<file path="src/rtl/insn_prefetch_queue.sv">
// insn_prefetch_queue
// Fetch-side prefetch buffer between instruction memory and decode. Issues
// sequential word reads, queues the returned {pc, insn} pairs, and presents
// the queue head to decode. A resolved branch flushes the queue and redirects
// fetch to the branch target.
// Optional build macro: PFQ_STATS_EN adds the saturating flush_cnt and
// stall_full_cnt statistics outputs.
module insn_prefetch_queue #(
  parameter logic [31:0] base_addr = 32'h80020000,
  parameter int          DEPTH     = 4
) (
  input  logic        clock,
  input  logic        reset,
  output logic [31:0] i_address,
  output logic        i_mem_enable,
  output logic        i_rw,
  output logic [1:0]  i_access_size,
  input  logic        i_busy,
  input  logic [31:0] i_data_in,
  input  logic        stall,
  input  logic        do_branch,
  input  logic [31:0] pc_effective,
  output logic        out_valid,
  output logic [31:0] pc_FD,
  output logic [31:0] insn_FD
`ifdef PFQ_STATS_EN
  ,
  output logic [15:0] flush_cnt,
  output logic [15:0] stall_full_cnt
`endif
);

  localparam int PtrW = $clog2(DEPTH);
  localparam int CntW = PtrW + 1;

  logic [31:0]     fetchPc_q, fetchPc_d;
  logic            inflight_q, inflight_d;
  logic [31:0]     inflightPc_q, inflightPc_d;
  logic [CntW-1:0] count_q, count_d;
  logic [PtrW-1:0] rdPtr_q, rdPtr_d;
  logic [PtrW-1:0] wrPtr_q, wrPtr_d;

  logic [31:0]     pcMem_q   [DEPTH];
  logic [31:0]     insnMem_q [DEPTH];

  logic            issue;
  logic            push;
  logic            pop;
  logic [CntW:0]   occupancy;

  // Read interface is always a word read.
  assign i_rw          = 1'b1;
  assign i_access_size = 2'b00;
  assign i_address     = fetchPc_q;
  assign i_mem_enable  = issue;

  // Decode sees a NOP bubble with pc 0 whenever the queue is empty.
  assign out_valid = (count_q != '0);
  assign pc_FD     = out_valid ? pcMem_q[rdPtr_q]   : 32'h0;
  assign insn_FD   = out_valid ? insnMem_q[rdPtr_q] : 32'h0;

  // Credit check, queue control and next-state computation. Outstanding reads
  // count against free slots so a returning word always has room. The response
  // in flight during a branch cycle belongs to the old path, so gating the push
  // with do_branch discards it; the branch cycle itself never issues, so no
  // older response can survive past the flush.
  always_comb begin
    occupancy    = {1'b0, count_q} + (CntW+1)'(inflight_q);
    issue        = !reset && !do_branch && !i_busy && (occupancy < (CntW+1)'(DEPTH));
    push         = inflight_q && !do_branch;
    pop          = out_valid && !stall && !do_branch;
    fetchPc_d    = fetchPc_q;
    inflight_d   = issue;
    inflightPc_d = issue ? fetchPc_q : inflightPc_q;
    count_d      = count_q;
    rdPtr_d      = rdPtr_q;
    wrPtr_d      = wrPtr_q;
    if (do_branch) begin
      fetchPc_d = pc_effective;
      count_d   = '0;
      rdPtr_d   = '0;
      wrPtr_d   = '0;
    end else begin
      if (issue) fetchPc_d = fetchPc_q + 32'd4;
      if (push)  wrPtr_d   = wrPtr_q + PtrW'(1);
      if (pop)   rdPtr_d   = rdPtr_q + PtrW'(1);
      count_d = count_q + CntW'(push) - CntW'(pop);
    end
  end

  // Control state register; reset takes priority over branch and stall.
  always_ff @(posedge clock) begin
    if (reset) begin
      fetchPc_q    <= base_addr;
      inflight_q   <= 1'b0;
      inflightPc_q <= 32'h0;
      count_q      <= '0;
      rdPtr_q      <= '0;
      wrPtr_q      <= '0;
    end else begin
      fetchPc_q    <= fetchPc_d;
      inflight_q   <= inflight_d;
      inflightPc_q <= inflightPc_d;
      count_q      <= count_d;
      rdPtr_q      <= rdPtr_d;
      wrPtr_q      <= wrPtr_d;
    end
  end

  // Queue storage; entries are only meaningful while counted, so no reset.
  always_ff @(posedge clock) begin
    if (!reset && push) begin
      pcMem_q[wrPtr_q]   <= inflightPc_q;
      insnMem_q[wrPtr_q] <= i_data_in;
    end
  end

`ifdef PFQ_STATS_EN
  logic [15:0] flushCnt_q;
  logic [15:0] stallFullCnt_q;

  assign flush_cnt      = flushCnt_q;
  assign stall_full_cnt = stallFullCnt_q;

  // Saturating counters of redirects and of cycles decode holds a full queue.
  always_ff @(posedge clock) begin
    if (reset) begin
      flushCnt_q     <= 16'h0;
      stallFullCnt_q <= 16'h0;
    end else begin
      if (do_branch && (flushCnt_q != 16'hFFFF))
        flushCnt_q <= flushCnt_q + 16'd1;
      if (stall && (count_q == CntW'(DEPTH)) && (stallFullCnt_q != 16'hFFFF))
        stallFullCnt_q <= stallFullCnt_q + 16'd1;
    end
  end
`endif

endmodule

</file>
<file path="config.mk">
export PLATFORM = sky130hd
export DESIGN_NAME = insn_prefetch_queue
export DESIGN_NICKNAME = d
export VERILOG_FILES = /design/src/rtl/insn_prefetch_queue.sv
export SDC_FILE = /design/constraint.sdc
export NUM_CORES = 1
export LEC_CHECK = 0
export ABC_AREA = 1
export BUFFER_PORTS_ARGS = -buffer_cell sky130_fd_sc_hd__buf_2
export CORE_ASPECT_RATIO = 0.6
export CORE_MARGIN = 10
export CORE_UTILIZATION = 60
export CTS_CLUSTER_DIAMETER = 120
export DETAILED_ROUTE_END_ITERATION = 8
export PLACE_DENSITY = 0.93
export SYNTH_ARGS = -nofsm -noshare
export SYNTH_HDL_FRONTEND = slang
export SYNTH_SLANG_ARGS = --single-unit
export TNS_END_PERCENT = 50
</file>
<file path="constraint.sdc">
create_clock -name clock -period 7.5 [get_ports clock]
set_input_delay 0.375 -clock clock [delete_from_list [all_inputs] [get_ports clock]]
set_output_delay 0.375 -clock clock [all_outputs]
set_load 0.03 [all_outputs]
</file>
# Word level (Yosys, flattened, before mapping)
# Memory sizes are Yosys's and may differ from the RTL's. A register that Yosys moved wholly into a read port is not among the register bits.
# Cells that the tools add are included.
[totals] regBits=72 ram_bits=256 output_inout_bits=101 wordCells=39 memories=2
[op_classes] add_sub_neg=6 n_lt_le_gt_ge=1 n_mux=10 n_reduce_logical=14
[memory_table] name="insnMem_q" words=4 word_bits=32 read_ports=1 rd_ports_with_merged_regs=1 wr=1 line_no="44" text="logic [31:0] insnMem_q [DEPTH];"
[memory_table] name="pcMem_q" words=4 word_bits=32 read_ports=1 rd_ports_with_merged_regs=1 wr=1 line_no="43" text="logic [31:0] pcMem_q [DEPTH];"
[ops] op="$mux W32" n=4
[ops] op="$add A32 B3 Y32 const B" n=1
[ops] op="$mux W2" n=4
[ops] op="$logic_and A1 B1 Y1" n=7
[ops] op="$add A2 B1 Y2 const B" n=2
[ops] op="$add A3 B1 Y4" n=1
[ops] op="$logic_not A1 Y1" n=4
[ops] op="$lt A4 B3 Y1 const B" n=1
[ops] op="$add A3 B1 Y3" n=1
[ops] op="$reduce_bool A3 Y1" n=1
[ops] op="$sub A3 B1 Y3" n=1
[ops] op="$mux W1" n=2
[ops] op="$reduce_bool A2 Y1" n=1
[ops] op="$reduce_or A2 Y1" n=1

# Depth between registers and ports, before layout
# Gate-level depths: netlist of run 1.
[logic_depth] word_depth=6 mapped_depth=12

# Least setup slack after synthesis of run 1
# No wires, ideal clock.
[synth_timing] kind="input to register" from="input port reset" to="memory insnMem_q[0][0], enable pin" setup_ns=0.486 t_arrival_ns=3.455 required_time_ns=7.014 slack_ns=3.558 cell_stages=4 n_path_buf=1 cell_sequence="buf_4 -> nor2_4 -> nand2_1 -> nor2_1"
[synth_between] elab_chain_cells=4
[synth_rtl] element="start, declared" line_no="13" text="input logic reset,"
[synth_rtl] element="$logic_not A1 Y1" line_no="112" text="if (!reset && push) begin"
[synth_rtl] element="$logic_and A1 B1 Y1" line_no="112"
[synth_rtl] element="$mux W1" line_no="112"
[synth_rtl] element="$mux W1 (implied by the code)" line_no="114" text="insnMem_q[wrPtr_q] <= i_data_in;"
[synth_rtl] element="end, declared" line_no="44"
# Every way passes these cells.

==> flow_summary_export.csv, run 1 <==
group,metric,value,unit
worst_setup_path,crit_required,7.12,ns
detailed_routing,viasPerCell,5.69,
run,cap_violations,0,
yosys,syn-cell-area,13700,um2
power_and_ir_drop,switching_share,21.7,%
yosys,synthFlopType,"edfxtp_1",
floorplanning,dieArea,29600,um2
worst_setup_path,crit_path_frequent_cell,"buf_4",
clock_tree,postCtsSetupBuffers,0,
global_route,grt_max_degree,79,
sta,min_period_over_period,48.3,%
sta,slew_violations,0,
detailed_routing,drcViolationCount,0,
floorplanning,fp.dieW,215,um
clock_tree,numClockSinks,330,
sta,timing.final.ws_setup,3.88,ns
min_path,hp-class,"in2reg",
floorplanning,ioPinCount,170,
clock_tree,cts_made_buffers,29,
worst_setup_path,critPathBufInv,4,
placement,dp_slack,4.54,ns
yosys,async_reset_ff_share,0,%
worst_setup_path,crit_path_end_kind,"output port",
sta,setup-tns-final,0,ns
clock_tree,cts-htree-levels,1,
global_route,grt_antenna_before_repair,1,
sta,min_period,3.62,ns
floorplanning,initial_core_util,61.7,%
worst_setup_path,critical_path.max_stage_delay,0.60,ns
worst_setup_path,cp.arrival,3.25,ns
clock_tree,cts_tree,"done",
sta,worst_pin_slew,1.15,ns
sta,rsz0062_at_grt,"false",
power_and_ir_drop,pwr-share-clk,40.5,%
clock_tree,insertion_delay,0.55,ns
placement,place_congestion,0.958,
worst_setup_path,crit_chain,"buf_4, inv_2, buf_4, nor2_1, o21ai_0, a21oi_1, buf_2",
power_and_ir_drop,seqPwrFrac,54.8,%
detailed_routing,first_pass_iters,6,
final_layout,syn2layout_area_growth,14.0,%
clock_tree,cts-hold-fix-buffers,0,
global_route,gr-usage-all-layers,22.4,%
detailed_routing,antenna_left,0,
final_layout,n_antenna_cell,0,
clock_tree,cts_root_buf,"clkbuf_16",
yosys,syn-mean-instance-area,10.2,um2
power_and_ir_drop,powerDensity,236,nW/um2
sta,skew,0.0164,ns
sta,setup_viol,0,
worst_setup_path,critPathTopFamily,"buffers and inverters",
global_route,overflow,0,
sta,hold_violations,0,
floorplanning,core,22300,um2
power_and_ir_drop,p_switching,0.803,mW
global_route,grt_pass1_vias,9733,
worst_setup_path,cpMaxStageDelayCell,"buf_4",
final_layout,drive_gt1_share,16.4,%
yosys,synth-seq-cells,330,
yosys,synth_edf_count,256,
power_and_ir_drop,peakVddDrop,235,uV
yosys,ys_warn_count,0,
placement,hpwl,21.3,mm
clock_tree,post_cts_resize_count,0,
floorplanning,core.rowCount,42,
detailed_routing,drt-wirelength-per-cell,18.9,um
clock_tree,clkTransAtPathRegs,0.07,ns
yosys,seq_area_frac_synth,66.7,%
worst_setup_path,critPathLaunchType,"register",
worst_setup_path,path_class,"reg2out",
power_and_ir_drop,combPwrFrac,4.6,%
detailed_routing,vias,10300,
status,status,"finished, final reports clean",
sta,max_freq,0.276,GHz
floorplanning,die_height,137,um
detailed_routing,drt-total-wl,34.3,mm
final_layout,nets,1562,
yosys,yosysUniqueCellTypes,32,
yosys,syn_inst,1351,
clock_tree,cts_buffer_depth,3,
power_and_ir_drop,intPower,2.89,mW
power_and_ir_drop,p_leak,5.92,nW
global_route,grt_pass1_wl,53.3,mm
worst_setup_path,cp_max_fo,65,
placement,portBuffers,166,
sta,relSlewSlack,23.6,%
detailed_routing,drt_iter0_drc,1262,
## flip-flops by register name, indices dropped and copies added, names as in the netlist, named ones only
name	cells
insnMem_q	128
count_q	3
inflightPc_q	32
i_address	32
inflight_q	1
rdPtr_q	2
wrPtr_q	2
pcMem_q	128
## power by group through the flow
| stage | clock network, mW | logic (mW) | registers [mW] |
|---|---|---|---|
| global placement | 0 | 0.164 | 2.06 |
| finish | 1.50 | 0.172 | 2.03 |
| CTS | 1.52 | 0.171 | 2.02 |
| detailed placement | 0 | 0.169 | 2.06 |
| global route | 1.59 | 0.189 | 2.03 |
| floorplan | 0 | 0.0908 | 2.07 |
## worst register-to-register path, cell delays in order, from the launching register on
cell,delay [ns]
dfxtp_1,0.38
nor3_2,0.18
buf_4,0.65
nor3_1,0.20
ha_1,0.32
inv_1,0.06
ha_1,0.13
inv_1,0.05
fa_1,0.38
xnor2_1,0.16
nor2_1,0.06
## cell type report
cell class / instances / area [um2]
Sequential cell: 330 / 9170
Timing Repair Buffer: 177 / 913
Multi-Input combinational cell: 881 / 4000
Inverter: 65 / 244
Clock inverter: 20 / 209
Tap cell: 308 / 385
Clock buffer: 33 / 741
Fill cell: 1601 / 6610
## final timing paths
kind / from / end / slack, ns / depth (start not counted)
max: register / pc_FD[6] / 3.88 / 7
min: i_data_in[12] / insnMem_q[1][12]$_DFFE_PP_ / 0.04 / 1
max reg2reg: count_q[0]$_SDFF_PP0_ / count_q[2]$_SDFF_PP0_ / 4.82 / 10
min reg2reg: rdPtr_q[1]$_SDFFE_PP0P_ / register / 0.46 / 2
## cell usage in the layout, fill, tap and decap left out, drive strengths merged, types with 4 or more instances in the layout
master  netlist  routed
nand3        41      41
a21oi       100     100
nand4         4       4
xnor2         7       7
edfxtp      256     256
dfxtp        74      74
clkbuf       29      33
nand2       165     165
nor2        359     359
ha            8       8
buf          47     177
inv          65      68
o21ai       173     173
a31oi         4       4
bufinv        0       4
clkinv        0      10
xor2          4       4
## cells in the mapped netlist, types with 6 or more instances
library cell  instances  area [um2]
dfxtp_1              74        1480
o21ai_0             159         796
nor2_2                8        50.1
edfxtp_1            256        7690
o21ai_1              14        70.1
ha_1                  8         100
clkbuf_1             29         109
nand2_1             162         608
buf_2                28         140
xnor2_1               7        61.3
inv_1                61         229
buf_4                 6        45.0
nand3_1              40         200
nor2_1              347        1300
a21oi_1             100         500
buf_1                 9        33.8
## layer usage
metal / GRT usage, % / share of wire (%) / vias up
li1: - / - / 4841
met1: 31.1 / 42 / 4898
met2: 36.4 / 46 / 520
met3: 4.14 / 9.1 / 61
met4: 5.25 / 2.0 / 2
met5: 0 / 0.038 / -
## cells by family (layout without fill, tap and decap cells)
group	after synthesis	after routing	share of synthesized area (%)
AND/OR/NAND/NOR	575	575	16.7
flip-flops	330	330	66.7
AO/OA/AOI/OAI	283	283	10.4
buffers and inverters	141	295	4.49
XOR/XNOR	11	11	0.701
adder cells (fa/ha/maj)	9	9	0.874
other	2	3	0.0546
## through the flow
stage | utilization, % | cell area (um2) | power, mW | hold WS [ns] | std cells
after floorplan | - | 13800 | 2.16 | 0.436 | 1352
after global placement | 66.1 | 14700 | 2.23 | 0.442 | 1761
after detailed placement | 66.1 | 14700 | 2.23 | 0.458 | 1761
after CTS | 70.3 | 15700 | 3.71 | 0.0177 | 1814
after global routing | 70.3 | 15700 | 3.81 | 0.0219 | 1814
final | 70.3 | 15700 | 3.69 | 0.0393 | 1814
Note: power is estimated with default switching activity, not from simulation.
==> run 2: changes to the inputs <==
--- a/config.mk
+++ b/config.mk
@@ -9,10 +9,10 @@
 export BUFFER_PORTS_ARGS = -buffer_cell sky130_fd_sc_hd__buf_2
 export CORE_ASPECT_RATIO = 0.6
 export CORE_MARGIN = 10
-export CORE_UTILIZATION = 60
+export CORE_UTILIZATION = 58
 export CTS_CLUSTER_DIAMETER = 120
 export DETAILED_ROUTE_END_ITERATION = 8
-export PLACE_DENSITY = 0.93
+export PLACE_DENSITY = 0.91
 export SYNTH_ARGS = -nofsm -noshare
 export SYNTH_HDL_FRONTEND = slang
 export SYNTH_SLANG_ARGS = --single-unit
==> constraint.sdc (replaced) <==
create_clock -name clock -period 3.65 [get_ports clock]
set_input_delay 0.1825 -clock clock [delete_from_list [all_inputs] [get_ports clock]]
set_output_delay 0.1825 -clock clock [all_outputs]
set_load 0.03 [all_outputs]
==> run 2 against run 1 <==
Compared with the run above: setup slack got worse by 3.0 ns; largest cell class unchanged; design area increased by 4.1%; first-iteration DRC count decreased by 4.0%; clock-buffer cell count increased by 7; routed wire length increased by 3.4%; sequential power increased by 100%; sequential cell count unchanged; via count increased by 3.1%; final cell count increased by 3.7%; power increased by 110%; combinational power increased by 140%.
==> flow_summary_export.csv, run 2 (synthesis gave the netlist of run 1 again) <==
group,metric,value,unit
status,status,"finished, final reports clean",
floorplanning,core.rowCount,43,
detailed_routing,drt_iter0_drc,1212,
worst_setup_path,critPathLaunchType,"register",
placement,dp.cells,1772,
placement,place_congestion,0.910,
detailed_routing,vias,10600,
sta,worst_pin_slew,1.11,ns
detailed_routing,first_pass_iters,5,
global_route,overflow,0,
sta,timing.final.ws_setup,0.920,ns
detailed_routing,drt-met1-wl,14.7,mm
global_route,grt_max_degree,91,
final_layout,n_antenna_cell,0,
worst_setup_path,cp_max_fo,76,
final_layout,drive_gt1_share,16.0,%
power_and_ir_drop,p_switching,1.63,mW
sta,whs,0.0194,ns
floorplanning,ioPinCount,170,
worst_setup_path,crit_chain,"buf_4, nor2_1, nor2_1, o21ai_0, a21oi_1, buf_2",
final_layout,fin_util,70.3,%
floorplanning,core,23200,um2
sta,setup_viol,0,
clock_tree,post_cts_resize_count,0,
sta,max_freq,0.366,GHz
final_layout,nets,1623,
placement,dp_slack,1.46,ns
final_layout,syn2layout_area_growth,18.6,%
power_and_ir_drop,peakVddDrop,497,uV
worst_setup_path,critical_path.max_stage_delay,0.62,ns
worst_setup_path,path_class,"reg2out",
detailed_routing,viasPerCell,5.66,
power_and_ir_drop,switching_share,21.5,%
detailed_routing,drt-wirelength-per-cell,18.9,um
run,cap_violations,0,
placement,hpwl,21.3,mm
detailed_routing,drt-total-wl,35.5,mm
final_layout,final_cells,1882,
placement,portBuffers,166,
clock_tree,cts-htree-levels,1,
clock_tree,numClockSinks,330,
worst_setup_path,crit_path_frequent_cell,"nor2_1",
worst_setup_path,cpMaxStageDelayCell,"buf_4",
worst_setup_path,crit_path_end_kind,"output port",
power_and_ir_drop,combPwrFrac,5.5,%
power_and_ir_drop,powerDensity,464,nW/um2
detailed_routing,routed.top_layer,"met4",
floorplanning,initial_core_util,59.3,%
clock_tree,cts_buffer_depth,3,
floorplanning,fp.dieW,219,um
floorplanning,dieArea,30500,um2
min_path,hp-class,"in2reg",
final_layout,reg_top3,"insnMem_q (128), pcMem_q (128)",
global_route,grt_pass1_vias,10300,
sta,hold_violations,0,
sta,min_period,2.73,ns
detailed_routing,dr_wl_met2,16.7,mm
clock_tree,cts_made_buffers,28,
detailed_routing,wl_met3,3.22,mm
worst_setup_path,cp.arrival,2.55,ns
power_and_ir_drop,intPower,5.94,mW
clock_tree,postCtsSetupBuffers,0,
global_route,gr-usage-all-layers,22.5,%
final_layout,layout_commonest_cell,"nor2_1",
sta,relSlewSlack,25.9,%
floorplanning,die_height,139,um
power_and_ir_drop,p_leak,6.19,nW
power_and_ir_drop,pwr-share-clk,39.7,%
clock_tree,clkTransAtPathRegs,0.07,ns
global_route,grt_pass1_wl,55.7,mm
clock_tree,cts_root_buf,"clkbuf_16",
detailed_routing,drcViolationCount,0,
clock_tree,insertion_delay,0.55,ns
worst_setup_path,crit_required,3.47,ns
clock_tree,cts_tree,"done",
final_layout,layout_common_cells,"nor2_1, edfxtp_1, buf_2",
sta,slew_violations,0,
detailed_routing,antenna_left,0,
sta,skew,0.0197,ns
global_route,grt_antenna_before_repair,0,
final_layout,nFillCells,1621,
sta,min_period_over_period,74.8,%
power_and_ir_drop,seqPwrFrac,54.9,%
sta,rsz0062_at_grt,"false",
## run 2: cell count changes in the layout (fill, tap and decap cells not counted), moves of 2 or more
cell / previous run / this run
dlygate4sd3_1: 0 / 58
buf_12: 0 / 3
clkbuf_1: 4 / 7
clkbuf_8: 0 / 3
clkinv_1: 6 / 3
inv_6: 3 / 0
bufinv_16: 4 / 2
clkinv_4: 0 / 2
## run 2: layer usage
metal | GRT usage (%) | up-vias
li1 | - | 4961
met1 | 30.8 | 5009
met2 | 36.4 | 597
met3 | 3.72 | 78
met4 | 6.69 | 0
met5 | 0 | -
## run 2: path summary, 6_finish.rpt
path,startpoint,slack [ns],end,cells after the start
worst max-delay path,register,0.92,pc_FD[10],6
worst min register to register,inflightPc_q[16]$_SDFFE_PP0P_,0.51,pcMem_q[3][16]$_DFFE_PP_,0
worst min-delay path,pc_effective[2],0.02,i_address[2]$_SDFFE_PP0P_,3
worst max register to register,count_q[1]$_SDFF_PP0_,1.33,i_address[8]$_SDFFE_PP0P_,11
## run 2: power groups by stage
stage / Sequential (mW) / Clock [mW] / Combinational, mW
2_1_floorplan: 4.26 / 0 / 0.187
3_3_place_gp: 4.23 / 0 / 0.343
3_5_place_dp: 4.23 / 0 / 0.352
4_1_cts: 4.15 / 3.02 / 0.404
5_1_grt: 4.16 / 3.20 / 0.448
6_report: 4.15 / 3.01 / 0.413
## run 2: critical path: cells and delay by family (launching register included)
family,cells,cell delay (ns)
AO/OA/AOI/OAI,2,0.44
AND/OR/NAND/NOR,2,0.29
flip-flops,1,0.36
buffers and inverters,2,0.90
## run 2: repair_timing
action	in CTS	in global routing
endpoints found under the hold margin	154	0
endpoints found under the setup margin	0	0
hold buffers	58	0
## run 2: area by class of cell
type / instances / area (um2) / share of cell area (%)
well taps: 315 / 394 / 2.42
inverters: 65 / 245 / 1.50
multi-input cells: 881 / 4000 / 24.5
repair buffers: 239 / 1560 / 9.57
clock buffers: 40 / 818 / 5.02
clock inverters: 12 / 116 / 0.713
flip-flops and latches: 330 / 9170 / 56.2
## run 2: stage by stage
stage	setup TNS (ns)	area [um2]	total power, mW
global route	0	16300	7.81
finish	0	16300	7.57
CTS	0	16300	7.58
global placement	0	14800	4.57
floorplan	-25.37	13800	4.44
detailed placement	0	14800	4.59
